===== config.mk =====
export PLATFORM = sky130hd
export DESIGN_NAME = adc_multi_avg_flat
export DESIGN_NICKNAME = d
export VERILOG_FILES = /design/src/rtl/adc_multi_avg_if.sv /design/src/rtl/adc_multi_avg.sv /design/src/flat_wrapper.sv
export SDC_FILE = /design/constraint.sdc
export NUM_CORES = 1
export LEC_CHECK = 0
export ABC_AREA = 1
export BUFFER_PORTS_ARGS = -buffer_cell sky130_fd_sc_hd__buf_2
export CORE_MARGIN = 2
export CORE_UTILIZATION = 45
export CTS_CLUSTER_DIAMETER = 80
export DETAILED_ROUTE_END_ITERATION = 10
export HOLD_SLACK_MARGIN = 0.1
export PLACE_DENSITY_LB_ADDON = 0.08
export SYNTH_ARGS = -nofsm -noshare
export SYNTH_HDL_FRONTEND = slang
export SYNTH_SLANG_ARGS = --single-unit

===== constraint.sdc =====
create_clock -name clk -period 7 [get_ports clk]
set_input_delay 0.7 -clock clk [delete_from_list [all_inputs] [get_ports clk]]
set_output_delay 0.7 -clock clk [all_outputs]
set_load 0.05 [all_outputs]

===== src/rtl/adc_multi_avg_if.sv =====
// XADC-side DRP handshake and per-channel averaged result bundle for adc_multi_avg.
// The slave modport is the averaging block; the master modport is the XADC/driver side.
interface adc_multi_avg_if #(
  parameter int NUM_CH = 2,
  parameter int OUT_W  = 7
);
  logic                    eoc_in;
  logic [4:0]              channel_in;
  logic                    drdy_in;
  logic [15:0]             do_in;
  logic                    den_out;
  logic [6:0]              daddr_out;
  logic [NUM_CH*OUT_W-1:0] avg_value;
  logic [NUM_CH-1:0]       avg_valid;
  logic [NUM_CH-1:0]       above;
  logic                    drp_timeout;
  logic                    overrun;

  modport slave (
    input  eoc_in, channel_in, drdy_in, do_in,
    output den_out, daddr_out, avg_value, avg_valid, above, drp_timeout, overrun
  );

  modport master (
    output eoc_in, channel_in, drdy_in, do_in,
    input  den_out, daddr_out, avg_value, avg_valid, above, drp_timeout, overrun
  );
endinterface


===== src/rtl/adc_multi_avg.sv =====
// Reads XADC aux-channel samples over DRP after each end-of-conversion and keeps a
// per-channel running average of 2**AVG_LOG2 samples with a hysteresis threshold flag.
module adc_multi_avg #(
  parameter int NUM_CH   = 2,
  parameter int CH_BASE  = 22,
  parameter int OUT_W    = 7,
  parameter int AVG_LOG2 = 2,
  parameter int TH_HI    = 80,
  parameter int TH_LO    = 48,
  parameter int TIMEOUT  = 15
) (
  input logic            clk,
  input logic            reset_n,
  adc_multi_avg_if.slave bus
);

  localparam int ACC_W    = 12 + AVG_LOG2;
  localparam int CNT_W    = (AVG_LOG2 > 0) ? AVG_LOG2 : 1;
  localparam int CH_IDX_W = (NUM_CH > 1) ? $clog2(NUM_CH) : 1;
  localparam int TIMER_W  = $clog2(TIMEOUT + 1);

  localparam logic [4:0]         CH_LO      = 5'(CH_BASE);
  localparam logic [4:0]         CH_HI      = 5'(CH_BASE + NUM_CH - 1);
  localparam logic [CNT_W-1:0]   CNT_MAX    = CNT_W'((1 << AVG_LOG2) - 1);
  localparam logic [TIMER_W-1:0] TIMER_LAST = TIMER_W'(TIMEOUT - 1);
  localparam logic [OUT_W-1:0]   TH_HI_L    = OUT_W'(TH_HI);
  localparam logic [OUT_W-1:0]   TH_LO_L    = OUT_W'(TH_LO);

  typedef enum logic [1:0] {IDLE, REQ, WAIT_RDY, ACCUM} state_t;

  state_t                  r_state;
  logic                    r_eocD;
  logic [CH_IDX_W-1:0]     r_chIdx;
  logic [11:0]             r_sample;
  logic [TIMER_W-1:0]      r_timer;
  logic [ACC_W-1:0]        r_acc [NUM_CH];
  logic [CNT_W-1:0]        r_cnt [NUM_CH];
  logic                    r_den;
  logic [6:0]              r_daddr;
  logic [NUM_CH*OUT_W-1:0] r_avg;
  logic [NUM_CH-1:0]       r_avgValid;
  logic [NUM_CH-1:0]       r_above;
  logic                    r_drpTimeout;
  logic                    r_overrun;

  logic                    w_edge;
  logic                    w_inRange;
  logic [CH_IDX_W-1:0]     w_chIdx;
  logic [ACC_W-1:0]        w_accTotal;
  logic [11:0]             w_mean;
  logic [OUT_W-1:0]        w_newAvg;
  logic                    w_wrap;

  assign w_edge     = bus.eoc_in & ~r_eocD;
  assign w_inRange  = (bus.channel_in >= CH_LO) && (bus.channel_in <= CH_HI);
  assign w_chIdx    = CH_IDX_W'(bus.channel_in - CH_LO);
  // The running total already includes the sample being accumulated this cycle.
  assign w_accTotal = r_acc[r_chIdx] + ACC_W'(r_sample);
  assign w_mean     = 12'(w_accTotal >> AVG_LOG2);
  assign w_newAvg   = OUT_W'(w_mean >> (12 - OUT_W));
  assign w_wrap     = (r_cnt[r_chIdx] == CNT_MAX);

  always_ff @(posedge clk or negedge reset_n) begin
    if (!reset_n) begin
      r_state      <= IDLE;
      r_eocD       <= 1'b0;
      r_chIdx      <= '0;
      r_sample     <= '0;
      r_timer      <= '0;
      r_den        <= 1'b0;
      r_daddr      <= '0;
      r_avg        <= '0;
      r_avgValid   <= '0;
      r_above      <= '0;
      r_drpTimeout <= 1'b0;
      r_overrun    <= 1'b0;
      for (int i = 0; i < NUM_CH; i++) begin
        r_acc[i] <= '0;
        r_cnt[i] <= '0;
      end
    end else begin
      r_eocD     <= bus.eoc_in;
      r_den      <= 1'b0;
      r_avgValid <= '0;
      if (w_edge && (r_state != IDLE)) begin
        r_overrun <= 1'b1;
      end
      case (r_state)
        IDLE: begin
          if (w_edge && w_inRange) begin
            r_chIdx <= w_chIdx;
            r_daddr <= {2'b00, bus.channel_in};
            r_den   <= 1'b1;
            r_state <= REQ;
          end
        end
        REQ: begin
          r_timer <= '0;
          r_state <= WAIT_RDY;
        end
        WAIT_RDY: begin
          if (bus.drdy_in) begin
            r_sample <= bus.do_in[15:4];
            r_state  <= ACCUM;
          end else if (r_timer == TIMER_LAST) begin
            r_drpTimeout <= 1'b1;
            r_daddr      <= '0;
            r_state      <= IDLE;
          end else begin
            r_timer <= r_timer + 1'b1;
          end
        end
        ACCUM: begin
          // Between thresholds the flag keeps its previous value.
          if (w_wrap) begin
            r_avg[r_chIdx*OUT_W +: OUT_W] <= w_newAvg;
            r_avgValid[r_chIdx]           <= 1'b1;
            if (w_newAvg >= TH_HI_L) begin
              r_above[r_chIdx] <= 1'b1;
            end else if (w_newAvg <= TH_LO_L) begin
              r_above[r_chIdx] <= 1'b0;
            end
            r_acc[r_chIdx] <= '0;
            r_cnt[r_chIdx] <= '0;
          end else begin
            r_acc[r_chIdx] <= w_accTotal;
            r_cnt[r_chIdx] <= r_cnt[r_chIdx] + 1'b1;
          end
          r_daddr <= '0;
          r_state <= IDLE;
        end
        default: r_state <= IDLE;
      endcase
    end
  end

  assign bus.den_out     = r_den;
  assign bus.daddr_out   = r_daddr;
  assign bus.avg_value   = r_avg;
  assign bus.avg_valid   = r_avgValid;
  assign bus.above       = r_above;
  assign bus.drp_timeout = r_drpTimeout;
  assign bus.overrun     = r_overrun;

endmodule


===== src/flat_wrapper.sv =====
// flat-port wrapper written by rule: the top's interface ports become plain ports
module adc_multi_avg_flat 
#(
  parameter int NUM_CH   = 2,
  parameter int CH_BASE  = 22,
  parameter int OUT_W    = 7,
  parameter int AVG_LOG2 = 2,
  parameter int TH_HI    = 80,
  parameter int TH_LO    = 48,
  parameter int TIMEOUT  = 15
)
  (clk, reset_n, bus_eoc_in, bus_channel_in, bus_drdy_in, bus_do_in, bus_den_out, bus_daddr_out, bus_avg_value, bus_avg_valid, bus_above, bus_drp_timeout, bus_overrun);
  adc_multi_avg_if #(.NUM_CH(NUM_CH), .OUT_W(OUT_W)) bus_i ();
  input logic clk;
  input logic reset_n;
  input wire logic [$bits(bus_i.eoc_in)-1:0] bus_eoc_in;
  input wire logic [$bits(bus_i.channel_in)-1:0] bus_channel_in;
  input wire logic [$bits(bus_i.drdy_in)-1:0] bus_drdy_in;
  input wire logic [$bits(bus_i.do_in)-1:0] bus_do_in;
  output wire logic [$bits(bus_i.den_out)-1:0] bus_den_out;
  output wire logic [$bits(bus_i.daddr_out)-1:0] bus_daddr_out;
  output wire logic [$bits(bus_i.avg_value)-1:0] bus_avg_value;
  output wire logic [$bits(bus_i.avg_valid)-1:0] bus_avg_valid;
  output wire logic [$bits(bus_i.above)-1:0] bus_above;
  output wire logic [$bits(bus_i.drp_timeout)-1:0] bus_drp_timeout;
  output wire logic [$bits(bus_i.overrun)-1:0] bus_overrun;
  assign bus_i.eoc_in = bus_eoc_in;
  assign bus_i.channel_in = bus_channel_in;
  assign bus_i.drdy_in = bus_drdy_in;
  assign bus_i.do_in = bus_do_in;
  assign bus_den_out = bus_i.den_out;
  assign bus_daddr_out = bus_i.daddr_out;
  assign bus_avg_value = bus_i.avg_value;
  assign bus_avg_valid = bus_i.avg_valid;
  assign bus_above = bus_i.above;
  assign bus_drp_timeout = bus_i.drp_timeout;
  assign bus_overrun = bus_i.overrun;
  adc_multi_avg #(.NUM_CH(NUM_CH), .CH_BASE(CH_BASE), .OUT_W(OUT_W), .AVG_LOG2(AVG_LOG2), .TH_HI(TH_HI), .TH_LO(TH_LO), .TIMEOUT(TIMEOUT)) u_core (.clk(clk), .reset_n(reset_n), .bus(bus_i));
endmodule

==> results of run 1 <==
## worst max-delay path, delay by kind of cell, from the launching register on
kind	cells	cell delay, ps
compound gates	1	160
fa+ha+maj	2	690
buf+inv	1	350
flops	1	330
simple gates	12	1060
## power breakdown
part / total, mW / leakage (nW) / internal, mW / switching, mW
Clock: 0.378 / 0.104 / 0.203 / 0.174
Sequential: 0.699 / 1.02 / 0.609 / 0.0901
Combinational: 1.24 / 1.39 / 0.391 / 0.849
## final cells by class
cell class	instances	area, sq um
clock inverter	6	92.6
clock buffer	10	128
inverter	77	289
tap	108	135
multi-input combinational	342	1780
timing repair buffer	47	240
sequential	78	1950
fill	874	4150
## metal layers
metal  track usage  vias to the layer above  part of all wire
li1              -                     1704                 -
met1         0.269                     1564              0.49
met2         0.309                       47              0.46
met3        0.0260                       12             0.029
met4        0.0664                        0             0.015
met5             0                        -                 0
## kinds of logic (layout without fill, tap and decap cells)
logic type                 Yosys count  after routing
and+or+nand+nor                    237            237
buffers and inverters               91            140
AOI/OAI and AO/OA                   81             81
DFF                                 78             78
adders and majority gates           16             16
xor gates and xnor gates             6              6
other                                1              2
## cells in the final DEF, fill, tap and decap left out, types with 3 or more instances in the layout
| cell type | instances |
|---|---|
| ha_1 | 15 |
| o21ai_0 | 39 |
| dfrtp_1 | 78 |
| nor2_1 | 12 |
| nor2_2 | 7 |
| xnor2_1 | 4 |
| buf_2 | 45 |
| nand2_1 | 166 |
| nor2_4 | 3 |
| o22ai_1 | 15 |
| inv_2 | 10 |
| nand3_2 | 4 |
| nand3_1 | 22 |
| a21oi_1 | 10 |
| nand4_1 | 5 |
| o21ai_1 | 9 |
| clkbuf_8 | 9 |
| nand2_2 | 14 |
| inv_1 | 67 |
## registers in the layout, indices dropped and copies added (netlist names), named ones only
signal / count
u_core.r_sample: 12
u_core.r_cnt: 4
u_core.r_chIdx: 1
u_core.bus.den_out: 1
u_core.bus.avg_value: 14
u_core.bus.avg_valid: 2
u_core.bus.overrun: 1
u_core.r_acc: 28
u_core.r_eocD: 1
u_core.bus.daddr_out: 5
u_core.bus.drp_timeout: 1
u_core.r_state: 2
u_core.r_timer: 4
## stage by stage
step                cells  total power, mW  cell area (sq um)   util
detailed placement    652             1.95               4390  0.501
global placement      652             1.93               4390  0.501
finish                668             2.32               4610  0.526
floorplan             511             1.68               4090      -
CTS                   668             2.34               4610  0.526
global route          668             2.55               4610  0.526
## how the worst min path moves through the flow
| stage | to | slack, ps |
|---|---|---|
| after global placement | u_core.bus.drp_timeout$_DFFE_PN0P_ | 450 |
| after global routing | u_core.r_eocD$_DFF_PN0_ | 450 |
| after floorplan | asynchronous set/reset pin | 400 |
| final | u_core.r_eocD$_DFF_PN0_ | 460 |
| after detailed placement | u_core.bus.daddr_out[4]$_DFFE_PN0P_ | 450 |
| after CTS | u_core.r_eocD$_DFF_PN0_ | 450 |
## cell usage after synthesis, types with 9 or more instances
cell type	number	area, sq um
nand2_1	166	623
o22ai_1	15	93.8
nor2_1	12	45.0
inv_1	67	251
nand3_1	22	110
a21oi_1	10	50.1
ha_1	15	188
dfrtp_1	78	1950
o21ai_1	9	45.0
nand2_2	14	87.6
inv_2	10	37.5
o21ai_0	39	195
==> results.toml, run 1 <==
[cts]
ctsResizeCount = 0
cts_max_level = 3
postCtsSetupBuffers = 0
clockRootBuffer = "clkbuf_8"
cts_tree = "done"
ctsHoldBuffers = 0
clk_latency_ps = 350
clk_transition_reported_paths_ps = 90
clock_path_buffers = 2
cts_inserted_buffers = 9
cts.sink_count = 78

[synthesis]
synth_top_family_by_area = "simple AND/OR/NAND/NOR gates"
yosys_warnings = 0
syn_area_sq_mm = 0.00408
synth-edff-count = 0
synth-compound-area-share = 0.111
yosysSeqAreaShare = 0.478
synth_xor_area_frac = 0.0129
ys_ff_latch = 78
synthArstFlopShare = 1.00
synth_cell_types = 35
yosys.area_share.simple = 0.258
muxShareOfSynthArea = 0
synthAdderAreaFrac = 0.0509
synth_area_per_cell_sq_um = 8.01
ys.flop_type = "dfrtp_1"
synth_cells = 510

[global_routing]
grt_max_degree = 79
grt_use_total = 0.192
grt_pass1_vias = 3268
antenna_found_initial = 0
overflow = 0
grt_pass1_wl_um = 15300

[setup_path]
worstPathArrival_ps = 2960
cpMostUsedCell = "nand2_1"
crit_path_max_incr_delay_ps = 450
critPathLaunchType = "flip-flop"
cp.required_ps = 7250
r2r_start = "u_core.r_chIdx$_DFFE_PN0P_"
reg2reg_depth = 16
cp_cell_sequence = "buf_4, o21ai_0, ha_1, fa_1, nand3_1, nand3_1, nand2_1, nand2_1, nand2_1, nand2_1, nor2_1, nand3_1, nand3_2, nand3_1, nand2_1, nand2_1"
ff2ff_setup_slack_ps = 4280
crit_type = "flip-flop to flip-flop"
crit_start = "u_core.r_chIdx$_DFFE_PN0P_"
worstPathMaxFanout = 36
worst_setup_path_end_kind = "flip-flop"
crit_path_top_delay_cell = "fa_1"

[drt]
viasPerCell = 4.98
postRouteAntennaNets = 0
drt_wl_total_um = 8590
firstDrtPassIters = 5
drt_iter0_drc = 173
drc_errors = 0
wl_per_cell_um = 12.9
vias = 3327

[floorplan]
rows = 34
design.core.area_sq_mm = 0.00876
die_y_um = 99.3
start_util = 0.466
io_pins = 53
die_x_um = 99.3
die_area_sq_mm = 0.00985

[sta]
slew_headroom = 0.344
report.final.slew_viol_count = 0
worst_slew_pin_slew_ps = 984
setup_violations = 0
finalCritPeriodShare = 0.388
fin_skew_ps = 10.1
fmax_ghz = 0.368
final.min_clock_period_ps = 2720
hold_viol_final = 0
setup_tns_ps = 0
rsz0062_at_grt = "no"
worst_slack_ps = 4280
hold_ws_ps = 464

[min_path]
hold_depth = 1
hp-class = "input pin to flip-flop"
worstHoldStart = "bus_eoc_in"

[place]
dpl.hpwl_um = 6130
io_buffers = 46
pre_cts_ws_ps = 4280
gp_congestion = 0.811

[pwr]
ir_worst_vdd_mv = 0.214
p_leak_nw = 2.51
powerDensity_mw_per_mm2 = 502

[cells_and_area]
finalNetCount = 596
insertedDiodeCount = 0
syn2layout_area_growth_pct = 12.9
drive_gt1_frac = 0.186

[run_status]
outcome = "finished clean"

[run]
drv_cap = 0
(Power assumes the default switching activity.)
==> inputs of run 2 (changes only) <==
clock period = 2.3 ns   (was 7 ns; I/O delays follow)
==> run 2 against run 1 <==
Via count up 0.69%. Critical path depth fell by 2. First-iteration DRC count fell by 17%. Worst hold slack got worse by 260 ps. Clock power increased by 140%. Total power grew to 3.2 times the previous value. Final area increased by 7.5%. Wire length increased by 4.2%. Flip-flop and latch count stayed put. Non-clock buffer count grew 31. Largest power group unchanged.
==> results.toml, run 2 (synthesized netlist as in run 1, its figures left out) <==
[run_status]
outcome = "finished clean"

[cells_and_area]
syn2layout_area_growth_pct = 21.4
seqCellArea_sq_mm = 0.00195
finalNetCount = 627
fin_area_sq_mm = 0.00496
layout_common_cells = "nand2_1 (161), dfrtp_1 (77), inv_1 (67)"
insertedDiodeCount = 0
largest_reg_flops = 28
drive_gt1_frac = 0.237
fill_cells = 845
multi_input_comb_area_sq_mm = 0.00186
layout_commonest_cell = "nand2_1"
largest_register = "u_core.r_acc"

[drt]
drc_errors = 0
wl_per_cell_um = 12.8
firstDrtPassIters = 4
viasPerCell = 4.80
drt_wl_total_um = 8940
vias = 3350
postRouteAntennaNets = 0
drt_iter0_drc = 144

[sta]
setup_violations = 0
report.final.slew_viol_count = 0
rsz0062_at_grt = "yes"
setup_tns_ps = 0
worst_slack_ps = 62.4
hold_ws_ps = 209
hold_viol_final = 0
fmax_ghz = 0.447
finalCritPeriodShare = 0.973
fin_skew_ps = 15.8
slew_headroom = 0.579
final.min_clock_period_ps = 2240
worst_slew_pin_slew_ps = 631

[cts]
clk_latency_ps = 350
cts.sink_count = 78
cts_inserted_buffers = 9
clockRootBuffer = "clkbuf_8"
clk_transition_reported_paths_ps = 90
cts_max_level = 3
cts_tree = "done"
clock_path_buffers = 2

[floorplan]
start_util = 0.466
die_x_um = 99.3
io_pins = 53
design.core.area_sq_mm = 0.00876
die_area_sq_mm = 0.00985
die_y_um = 99.3
rows = 34

[place]
io_buffers = 46
dpl.hpwl_um = 6330
gp_congestion = 0.837
pre_cts_ws_ps = 27.0
placed_cell_area_sq_mm = 0.00451

[global_routing]
grt_pass1_wl_um = 15000
antenna_found_initial = 0
grt_use_total = 0.190
grt_max_degree = 51
overflow = 0
grt_pass1_vias = 3208

[setup_path]
worstPathMaxFanout = 14
cpMostUsedCell = "nand2_1"
worst_setup_path_end_kind = "flip-flop"
critical_path.top_delay_family = "simple AND/OR/NAND/NOR gates"
worstPathArrival_ps = 2490
cp_cell_sequence = "clkbuf_16, nand2_1, o21ai_0, ha_1, nand2_1, nand2_1, nand2_1, nand2_1, nand2_1, nand4_1, nand2_4, inv_1, o211ai_1, nand2_1"
cp.required_ps = 2550
crit_path_max_incr_delay_ps = 440
path_buf_inv = 2
crit_path_top_delay_cell = "dfrtp_2"
crit_type = "flip-flop to flip-flop"
critPathLaunchType = "flip-flop"

[pwr]
p_leak_nw = 2.67
powerDensity_mw_per_mm2 = 1480
totalPowerFinal_mw = 7.35
ir_worst_vdd_mv = 0.564

[min_path]
hp-class = "input pin to flip-flop"

[run]
drv_cap = 0
-- run 2: changes by cell type in the layout (fill, tap and decap cells not counted), moves of 3 or more --
cell / change
dlygate4sd3_1: +15
buf_4: +13
nand2_1: -5
o21ai_0: -5
ha_1: -4
ha_2: +4
nand3_1: -4
o21ai_1: +4
clkinv_2: +3
nand2_2: +3
nand3_2: +3
-- run 2: area by class of cell --
type	instances	share of cell area
sequential	78	0.394
multi-input combinational	342	0.375
timing repair buffer	78	0.112
inverter	77	0.0583
clock buffer	10	0.0277
tap	108	0.0272
clock inverter	5	0.00656
-- run 2: what timing repair did --
action,CTS,global route
hold buffers,15,0
hold endpoints to repair,63,0
setup buffers,0,4
gates resized for setup,0,23
endpoints found under the setup margin,0,8
-- run 2: final timing paths --
| path | from | endpoint | slack [ps] | cells after the start |
|---|---|---|---|---|
| max in group asynchronous | reset_n | u_core.r_chIdx$_DFFE_PN0P_ | 1250 | 3 |
| min in group asynchronous | reset_n | u_core.r_sample[8]$_DFFE_PN0P_ | 440 | 2 |
| hold / removal | bus_drdy_in | u_core.r_timer[0]$_DFFE_PN0P_ | 210 | 4 |
| hold reg to reg | u_core.bus.drp_timeout$_DFFE_PN0P_ | u_core.bus.drp_timeout$_DFFE_PN0P_ | 470 | 1 |
| setup reg to reg | u_core.r_chIdx$_DFFE_PN0P_ | flip-flop | 60 | 14 |
| setup / recovery | u_core.r_chIdx$_DFFE_PN0P_ | flip-flop | 60 | 14 |
-- run 2: metal layers --
layer,GRT usage,routed length (um)
met4,0.0664,87
met5,0,0
met3,0.0281,299
met2,0.309,4170
met1,0.260,4390
-- run 2: where the power goes --
part | internal [mW] | switching, mW | total [mW]
logic | 1.54 | 2.74 | 4.29
registers | 1.86 | 0.283 | 2.14
clock network | 0.418 | 0.505 | 0.922
total | 3.81 | 3.53 | 7.35
-- run 2: worst min-delay path: cells and delay by family --
family                 cells  cell delay (ps)
and+or+nand+nor            2              140
AOI/OAI and AO/OA          1               50
buffers and inverters      1              110
-- run 2: through the flow --
stage,std cells,util
floorplan,511,-
global placement,663,0.515
detailed placement,663,0.515
CTS,693,0.552
global route,698,0.566
finish,698,0.566
